--- src/rtl/psr_unit.sv ---
// Program status register: C/Z/N flags, forwarded branch-condition evaluation and an IRQ shadow stack.
// Latency: 1 cycle for PSR, branch result, stack and error flag; no backpressure, every request is acted on or flagged in stk_err_o.

`ifndef APSR_WIDTH
`define APSR_WIDTH 3
`endif
`ifndef APSR_CARRY
`define APSR_CARRY 0
`endif
`ifndef APSR_ZERO
`define APSR_ZERO 1
`endif
`ifndef APSR_NEG
`define APSR_NEG 2
`endif

module psr_unit #(
    parameter int APSR_W = `APSR_WIDTH,
    parameter int DEPTH  = 2
) (
    input  logic              clk,
    input  logic              rst_n,
    input  logic [APSR_W-1:0] apsr_i,
    input  logic              apsr_we_i,
    output logic [APSR_W-1:0] psr_o,
    input  logic              br_req_i,
    input  logic [2:0]        br_cond_i,
    output logic              br_valid_o,
    output logic              br_taken_o,
    input  logic              irq_save_i,
    input  logic              irq_restore_i,
    output logic              stk_empty_o,
    output logic              stk_full_o,
    output logic              stk_err_o,
    input  logic              err_clr_i
);

    localparam int CNT_W = $clog2(DEPTH + 1);

    typedef enum logic [2:0] {
        COND_AL = 3'd0,
        COND_EQ = 3'd1,
        COND_NE = 3'd2,
        COND_CS = 3'd3,
        COND_CC = 3'd4,
        COND_MI = 3'd5,
        COND_PL = 3'd6,
        COND_NV = 3'd7
    } cond_e;

    logic [APSR_W-1:0] psr_q, psr_d;
    logic [CNT_W-1:0]  cnt_q, cnt_d;
    logic [APSR_W-1:0] stk_q [DEPTH];
    logic [APSR_W-1:0] stk_d [DEPTH];
    logic              err_q, err_d;
    logic              br_valid_q, br_valid_d;
    logic              br_taken_q, br_taken_d;

    logic              stk_empty;
    logic              stk_full;
    logic              both_req;
    logic              push_ok;
    logic              pop_ok;
    logic              err_evt;
    logic [APSR_W-1:0] top_entry;
    logic              cond_true;

    // Request classification; a simultaneous save+restore is neither a push nor a pop
    always_comb begin
        stk_empty = (cnt_q == '0);
        stk_full  = (cnt_q == CNT_W'(DEPTH));
        both_req  = irq_save_i & irq_restore_i;
        push_ok   = irq_save_i & ~irq_restore_i & ~stk_full;
        pop_ok    = irq_restore_i & ~irq_save_i & ~stk_empty;
        err_evt   = both_req
                  | (irq_save_i & ~irq_restore_i & stk_full)
                  | (irq_restore_i & ~irq_save_i & stk_empty);
    end

    always_comb begin
        top_entry = '0;
        for (int i = 0; i < DEPTH; i++) begin
            if (CNT_W'(i + 1) == cnt_q) begin
                top_entry = stk_q[i];
            end
        end
    end

    // The push captures the registered PSR, never the value being written this cycle
    always_comb begin
        stk_d = stk_q;
        for (int i = 0; i < DEPTH; i++) begin
            if (push_ok && (CNT_W'(i) == cnt_q)) begin
                stk_d[i] = psr_q;
            end
        end
        cnt_d = cnt_q;
        if (push_ok) begin
            cnt_d = cnt_q + CNT_W'(1);
        end else if (pop_ok) begin
            cnt_d = cnt_q - CNT_W'(1);
        end
    end

    always_comb begin
        psr_d = psr_q;
        if (pop_ok) begin
            psr_d = top_entry;
        end else if (apsr_we_i) begin
            psr_d = apsr_i;
        end

        err_d = err_q;
        if (err_evt) begin
            err_d = 1'b1;
        end else if (err_clr_i) begin
            err_d = 1'b0;
        end
    end

    // Branch conditions see psr_d so a flag-setting op and its branch can share a cycle
    always_comb begin
        cond_true = 1'b0;
        case (cond_e'(br_cond_i))
            COND_AL: cond_true = 1'b1;
            COND_EQ: cond_true = psr_d[`APSR_ZERO];
            COND_NE: cond_true = ~psr_d[`APSR_ZERO];
            COND_CS: cond_true = psr_d[`APSR_CARRY];
            COND_CC: cond_true = ~psr_d[`APSR_CARRY];
            COND_MI: cond_true = psr_d[`APSR_NEG];
            COND_PL: cond_true = ~psr_d[`APSR_NEG];
            COND_NV: cond_true = 1'b0;
            default: cond_true = 1'b0;
        endcase
        br_valid_d = br_req_i;
        br_taken_d = br_req_i & cond_true;
    end

    always_ff @(posedge clk or negedge rst_n) begin
        if (!rst_n) begin
            psr_q      <= '0;
            cnt_q      <= '0;
            err_q      <= 1'b0;
            br_valid_q <= 1'b0;
            br_taken_q <= 1'b0;
            for (int i = 0; i < DEPTH; i++) begin
                stk_q[i] <= '0;
            end
        end else begin
            psr_q      <= psr_d;
            cnt_q      <= cnt_d;
            err_q      <= err_d;
            br_valid_q <= br_valid_d;
            br_taken_q <= br_taken_d;
            for (int i = 0; i < DEPTH; i++) begin
                stk_q[i] <= stk_d[i];
            end
        end
    end

    assign psr_o       = psr_q;
    assign br_valid_o  = br_valid_q;
    assign br_taken_o  = br_taken_q;
    assign stk_empty_o = stk_empty;
    assign stk_full_o  = stk_full;
    assign stk_err_o   = err_q;

endmodule

--- config.mk ---
export PLATFORM = sky130hd
export DESIGN_NAME = psr_unit
export DESIGN_NICKNAME = d
export VERILOG_FILES = /design/src/rtl/psr_unit.sv
export SDC_FILE = /design/constraint.sdc
export NUM_CORES = 1
export LEC_CHECK = 0
export CAP_MARGIN = 20
export CORE_AREA = 2 2 52 54
export DETAILED_ROUTE_END_ITERATION = 10
export DIE_AREA = 0 0 54 56
export SKIP_CTS_REPAIR_TIMING = 1
export SLEW_MARGIN = 20
export SYNTH_ARGS = -nofsm -noshare
export SYNTH_HDL_FRONTEND = slang
export SYNTH_SLANG_ARGS = --single-unit
--- constraint.sdc ---
create_clock -name clk -period 4.5 [get_ports clk]
set_input_delay 1.125 -clock clk [delete_from_list [all_inputs] [get_ports clk]]
set_output_delay 1.125 -clock clk [all_outputs]
set_load 0.02 [all_outputs]
==> flow_summary.yaml, run 1 <==
logic_synthesis:
  synth_top_flop_cell: "dfrtp_1"
  yosysTopAreaCell: "dfrtp_1"
  ys_types: 30
  syn_nets: 100
  ys_top_cells_by_count: "dfrtp_1, a21oi_1, nor2_1"
  yosysWarnings: 0
  netlist.area_leader.share: 0.418
  synth_most_common_cell: "dfrtp_1"
  synth_edf_count: 0
  synth_area_leaders: "dfrtp_1, mux2_2, a21oi_1, mux2i_1, ha_1"
  yosysSeqAreaShare: 0.418
  syn_inst: 84
  syn_area_um2: 838
  ys_async_sr_fraction: 1.00
  avgSynthCellArea_um2: 9.98
  synth-seq-cells: 14
grt:
  grt_overflow_total: 0
  grt_pass1_wl_mm: 3.06
  antenna_found_initial: 0
  grt_pass1_vias: 690
  grt_max_degree: 15
  track_usage: 0.135
clocking:
  h-tree-depth: 1
  root_buffer: "clkbuf_4"
  clkLatencyLatePin_ps: 280
  clkSinkCount: 14
  clk_pin_slew_ps: 90
  cts_buffers: 3
  clockBufferDepth: 2
  cts_tree: "done"
timing:
  hold_viol_final: 0
  holdWs_ps: 512
  slew_headroom: 0.523
  finalCritPeriodShare: 0.656
  finalClockSkew_ps: 2.39
  rsz0062_at_grt: "no"
  fmax_mhz: 339
  slew_violations: 0
  period_needed_ps: 2950
  tns_ps: 0
  tightest_slew_ps: 714
  setup_viol: 0
power_and_ir_drop:
  powerDensity_mw_per_mm2: 532
  vdd_drop_max_uv: 224
  leakagePower_nw: 0.465
cells_and_area:
  area_growth_pct: 30.4
  final_util: 0.450
  antennaDiodeCount: 0
  drive_gt1_frac: 0.133
  filler_cell_count: 236
  num-nets-final: 122
critical_path:
  arrival_ps: 1830
  path_cells: "inv_1, ha_1, clkdlybuf4s50_1"
  startpoint_type: "flip-flop"
  worstSetupPathType: "flip-flop to output port"
  critPathMaxStageDelay_ps: 670
  critPathCaptureType: "output port"
  r2r_cells: 6
  crit_slowest_cell: "clkdlybuf4s50_1"
  path_max_fanout: 12
  worstPathRequired_ps: 3380
routing:
  wirelength_mm: 1.80
  wire_per_inst_um: 13.3
  wl_met3_um: 62
  routed_via_density: 5.13
  first_pass_iters: 4
  drcViolationCount: 0
  ant_nets: 0
  drt-met1-wl_um: 866
  routed-wl-met2_um: 853
  num_vias: 693
  dr.max_layer_used: "met4"
  drt-initial-drc-count: 13
placed_design:
  place_hpwl_mm: 1.37
  io_buffers: 20
  gp_congestion: 0.735
status:
  outcome: "finished clean"
die:
  die_w_um: 54
  pin_count: 21
  coreArea_mm2: 0.00243
  die_area_mm2: 0.00302
  initial_core_util: 0.345
  core.rowCount: 18
  die_h_um: 56
hold_path:
  min_path_type: "flip-flop to flip-flop"
  holdPathStages: 1
run:
  drv_cap: 0
## cell usage in the layout (no fill, tap or decap)
master / instances
o311ai_0: 1
and3_2: 2
clkbuf_4: 3
a31oi_1: 1
xnor2_1: 1
and2_2: 1
a211o_1: 2
o31a_1: 1
nand4b_1: 1
and3b_1: 2
inv_1: 4
ha_1: 3
o21ai_0: 3
nor2_1: 8
mux2i_1: 4
or3_1: 1
nor3b_1: 3
dfrtp_1: 14
clkdlybuf4s50_1: 20
or3b_1: 1
a22oi_1: 1
o2111ai_1: 1
o31ai_1: 1
o22ai_1: 2
a21oi_1: 8
clkbuf_8: 1
nand3b_1: 1
nand2_1: 5
o211ai_1: 1
nor2b_1: 1
mux2_2: 7
## sequential cells by signal (all words and copies together), names as in the netlist
signal / flops
stk_q: 6
br_valid_o: 1
br_taken_o: 1
stk_err_o: 1
psr_o: 3
cnt_q: 2
## layout make-up
| class | instances | area [um2] | share of cell area |
|---|---|---|---|
| multi-input cells | 63 | 454 | 0.415 |
| flip-flops and latches | 14 | 350 | 0.320 |
| repair buffers | 20 | 200 | 0.183 |
| well taps | 30 | 37.5 | 0.0343 |
| clock buffers | 4 | 36.3 | 0.0332 |
| inverters | 4 | 15.0 | 0.0137 |
## layer usage
metal  GRT usage  vias up
li1            -      352
met4      0.0750        0
met2       0.199       13
met5           0        -
met1       0.184      326
met3      0.0215        2
## cell families (layout without fill, tap and decap cells)
kind of cell,count (synthesis),count (layout),share of synthesized area
adders and majority gates,3,3,0.0448
DFF,14,14,0.418
and+or+nand+nor,26,26,0.178
buffers and inverters,7,28,0.0403
xor gates and xnor gates,1,1,0.0104
muxes,11,11,0.142
AOI/OAI and AO/OA,22,22,0.167
## path summary, 6_finish.rpt
kind | startpoint | endpoint | slack, ps
setup / recovery | cnt_q[0] | stk_full_o | 1550
hold / removal | cnt_q[0] | cnt_q[0] | 510
setup reg to reg | cnt_q[0] | br_taken_o | 2520
hold reg to reg | cnt_q[0] | cnt_q[0] | 510
max in group asynchronous | rst_n | cnt_q[0] | 2840
min in group asynchronous | rst_n | stk_q[4] | 1240
## where the power goes
group           total, W  leakage [nW]  internal, W  switching [W]
logic           0.000278         0.275     0.000136       0.000142
clock network  0.0000914        0.0210    0.0000492      0.0000423
registers       0.000213         0.169     0.000176      0.0000362
total           0.000582         0.465     0.000362       0.000220
## per-stage QoR
stage                     power [W]  std cells  setup slack [ps]  cell area, um2
after detailed placement   0.000495        131              1590            1060
after global placement     0.000491        131              1630            1060
after CTS                  0.000588        135              1530            1090
after floorplan            0.000398         84              2200             838
after global routing       0.000630        135              1440            1090
final                      0.000582        135              1550            1090
## critical path, delay by kind of cell, from the launching register on
kind / cells / cell delay, ps
flops: 1 / 410
fa+ha+maj: 1 / 380
buf+inv: 2 / 760
No activity file was read; power rests on OpenSTA's default activity.
==> run 2, diff against run 1 <==
- clock period: 4.5 -> 2.55 ns (I/O delays scaled with it)
==> run 2 against run 1 <==
  * Critical path type unchanged
  * Cell count is 1.5% higher
  * Routed wire length grew 11%
  * First-iteration DRC count grew 120%
  * Final area rose by 1.6%
  * Sequential share of layout area fell by 0.51 points
  * Clock power up 83%
  * Flip-flop and latch count unchanged
  * Critical endpoint unchanged
  * Global-route usage grew 1.1 points
  * Worst setup slack got worse by 1400 ps
  * Clock-buffer cell count unchanged
==> flow_summary.yaml, run 2 (synthesis gave the netlist of run 1 again) <==
status:
  outcome: "finished clean"
critical_path:
  worstPathRequired_ps: 1910
  worstSetupPathType: "flip-flop to output port"
  critPathCaptureType: "output port"
  critPathMaxStageDelay_ps: 640
  arrival_ps: 1730
  startpoint_type: "flip-flop"
  path_cells: "inv_1, ha_2, clkdlybuf4s50_1"
  path_max_fanout: 12
  crit_slowest_cell: "clkdlybuf4s50_1"
timing:
  hold_viol_final: 0
  slew_headroom: 0.570
  fmax_mhz: 422
  tightest_slew_ps: 643
  finalCritPeriodShare: 0.930
  finalClockSkew_ps: 8.94
  period_needed_ps: 2370
  setup_viol: 0
  rsz0062_at_grt: "no"
  tns_ps: 0
  holdWs_ps: 514
  slew_violations: 0
placed_design:
  place_hpwl_mm: 1.48
  gp_congestion: 0.787
  io_buffers: 20
clocking:
  clkSinkCount: 14
  cts_tree: "done"
  clk_pin_slew_ps: 90
  cts_buffers: 3
  clkLatencyLatePin_ps: 290
  root_buffer: "clkbuf_4"
  h-tree-depth: 1
  clockBufferDepth: 2
grt:
  grt_max_degree: 15
  grt_pass1_vias: 718
  track_usage: 0.146
  antenna_found_initial: 0
  grt_overflow_total: 0
  grt_pass1_wl_mm: 3.26
cells_and_area:
  num-nets-final: 124
  final_common_cell: "clkdlybuf4s50_1"
  layout_common_cells: "clkdlybuf4s50_1, dfrtp_1, a21oi_1, nor2_1, mux2_2"
  area_growth_pct: 32.5
  largest_reg_flops: 6
  drive_gt1_frac: 0.159
  regMostFlops: "stk_q"
  final_util: 0.457
  filler_cell_count: 241
  antennaDiodeCount: 0
routing:
  first_pass_iters: 5
  ant_nets: 0
  wirelength_mm: 2.00
  routed_via_density: 5.23
  drcViolationCount: 0
  wire_per_inst_um: 14.6
  drt-initial-drc-count: 28
  num_vias: 717
die:
  core.rowCount: 18
  initial_core_util: 0.345
  die_area_mm2: 0.00302
  pin_count: 21
  coreArea_mm2: 0.00243
  die_h_um: 56
  die_w_um: 54
hold_path:
  min_path_type: "flip-flop to flip-flop"
run:
  drv_cap: 0
power_and_ir_drop:
  power.total_w: 0.00105
  leakagePower_nw: 0.473
  vdd_drop_max_uv: 432
  powerDensity_mw_per_mm2: 948
## run 2: changes by cell type in the layout (fill, tap and decap cells not counted)
| cell | change |
|---|---|
| ha_1 | -1 |
| ha_2 | +1 |
| buf_4 | +2 |
## run 2: final timing paths
check                              start    endpoint  slack, ps  depth (start not counted)
worst max-delay path            cnt_q[0]  stk_full_o        180                          3
worst min register to register  stk_q[4]    stk_q[4]        510                          1
max in group asynchronous          rst_n    stk_q[1]       1390                          1
worst min-delay path            stk_q[4]    stk_q[4]        510                          1
min in group asynchronous          rst_n    stk_q[0]        740                          1
worst max register to register  cnt_q[0]  br_taken_o        610                          6
## run 2: layer usage
metal | GRT usage | up-vias | wire [um]
li1 | - | 355 | -
met1 | 0.184 | 343 | 885
met2 | 0.237 | 17 | 990
met3 | 0.0188 | 2 | 93
met4 | 0.0750 | 0 | 28
met5 | 0 | - | 0
## run 2: where the power goes
group / internal (W) / total, W / switching [W] / leakage [nW]
Sequential: 0.000311 / 0.000378 / 0.0000674 / 0.169
Combinational: 0.000251 / 0.000508 / 0.000258 / 0.283
Clock: 0.0000869 / 0.000167 / 0.0000799 / 0.0210
## run 2: final cells by class
class / instances / area (um2) / area share
Multi-Input combinational cell: 63 / 457 / 0.411
Timing Repair Buffer: 22 / 215 / 0.194
Inverter: 4 / 15.0 / 0.0135
Clock buffer: 4 / 36.3 / 0.0327
Sequential cell: 14 / 350 / 0.315
Tap cell: 30 / 37.5 / 0.0338
## run 2: critical path: cells and delay by family (launching register included)
kind	cells	cell delay, ps
adder cells (fa/ha/maj)	1	300
buffers and inverters	2	740
flip-flops	1	410
## run 2: metrics by stage
| step | setup slack, ps | cells | area [um2] |
|---|---|---|---|
| after floorplan | 643 | 84 | 838 |
| after global placement | 193 | 133 | 1070 |
| after detailed placement | 167 | 133 | 1070 |
| after CTS | 42.8 | 137 | 1110 |
| after global routing | 101 | 137 | 1110 |
| final | 178 | 137 | 1110 |
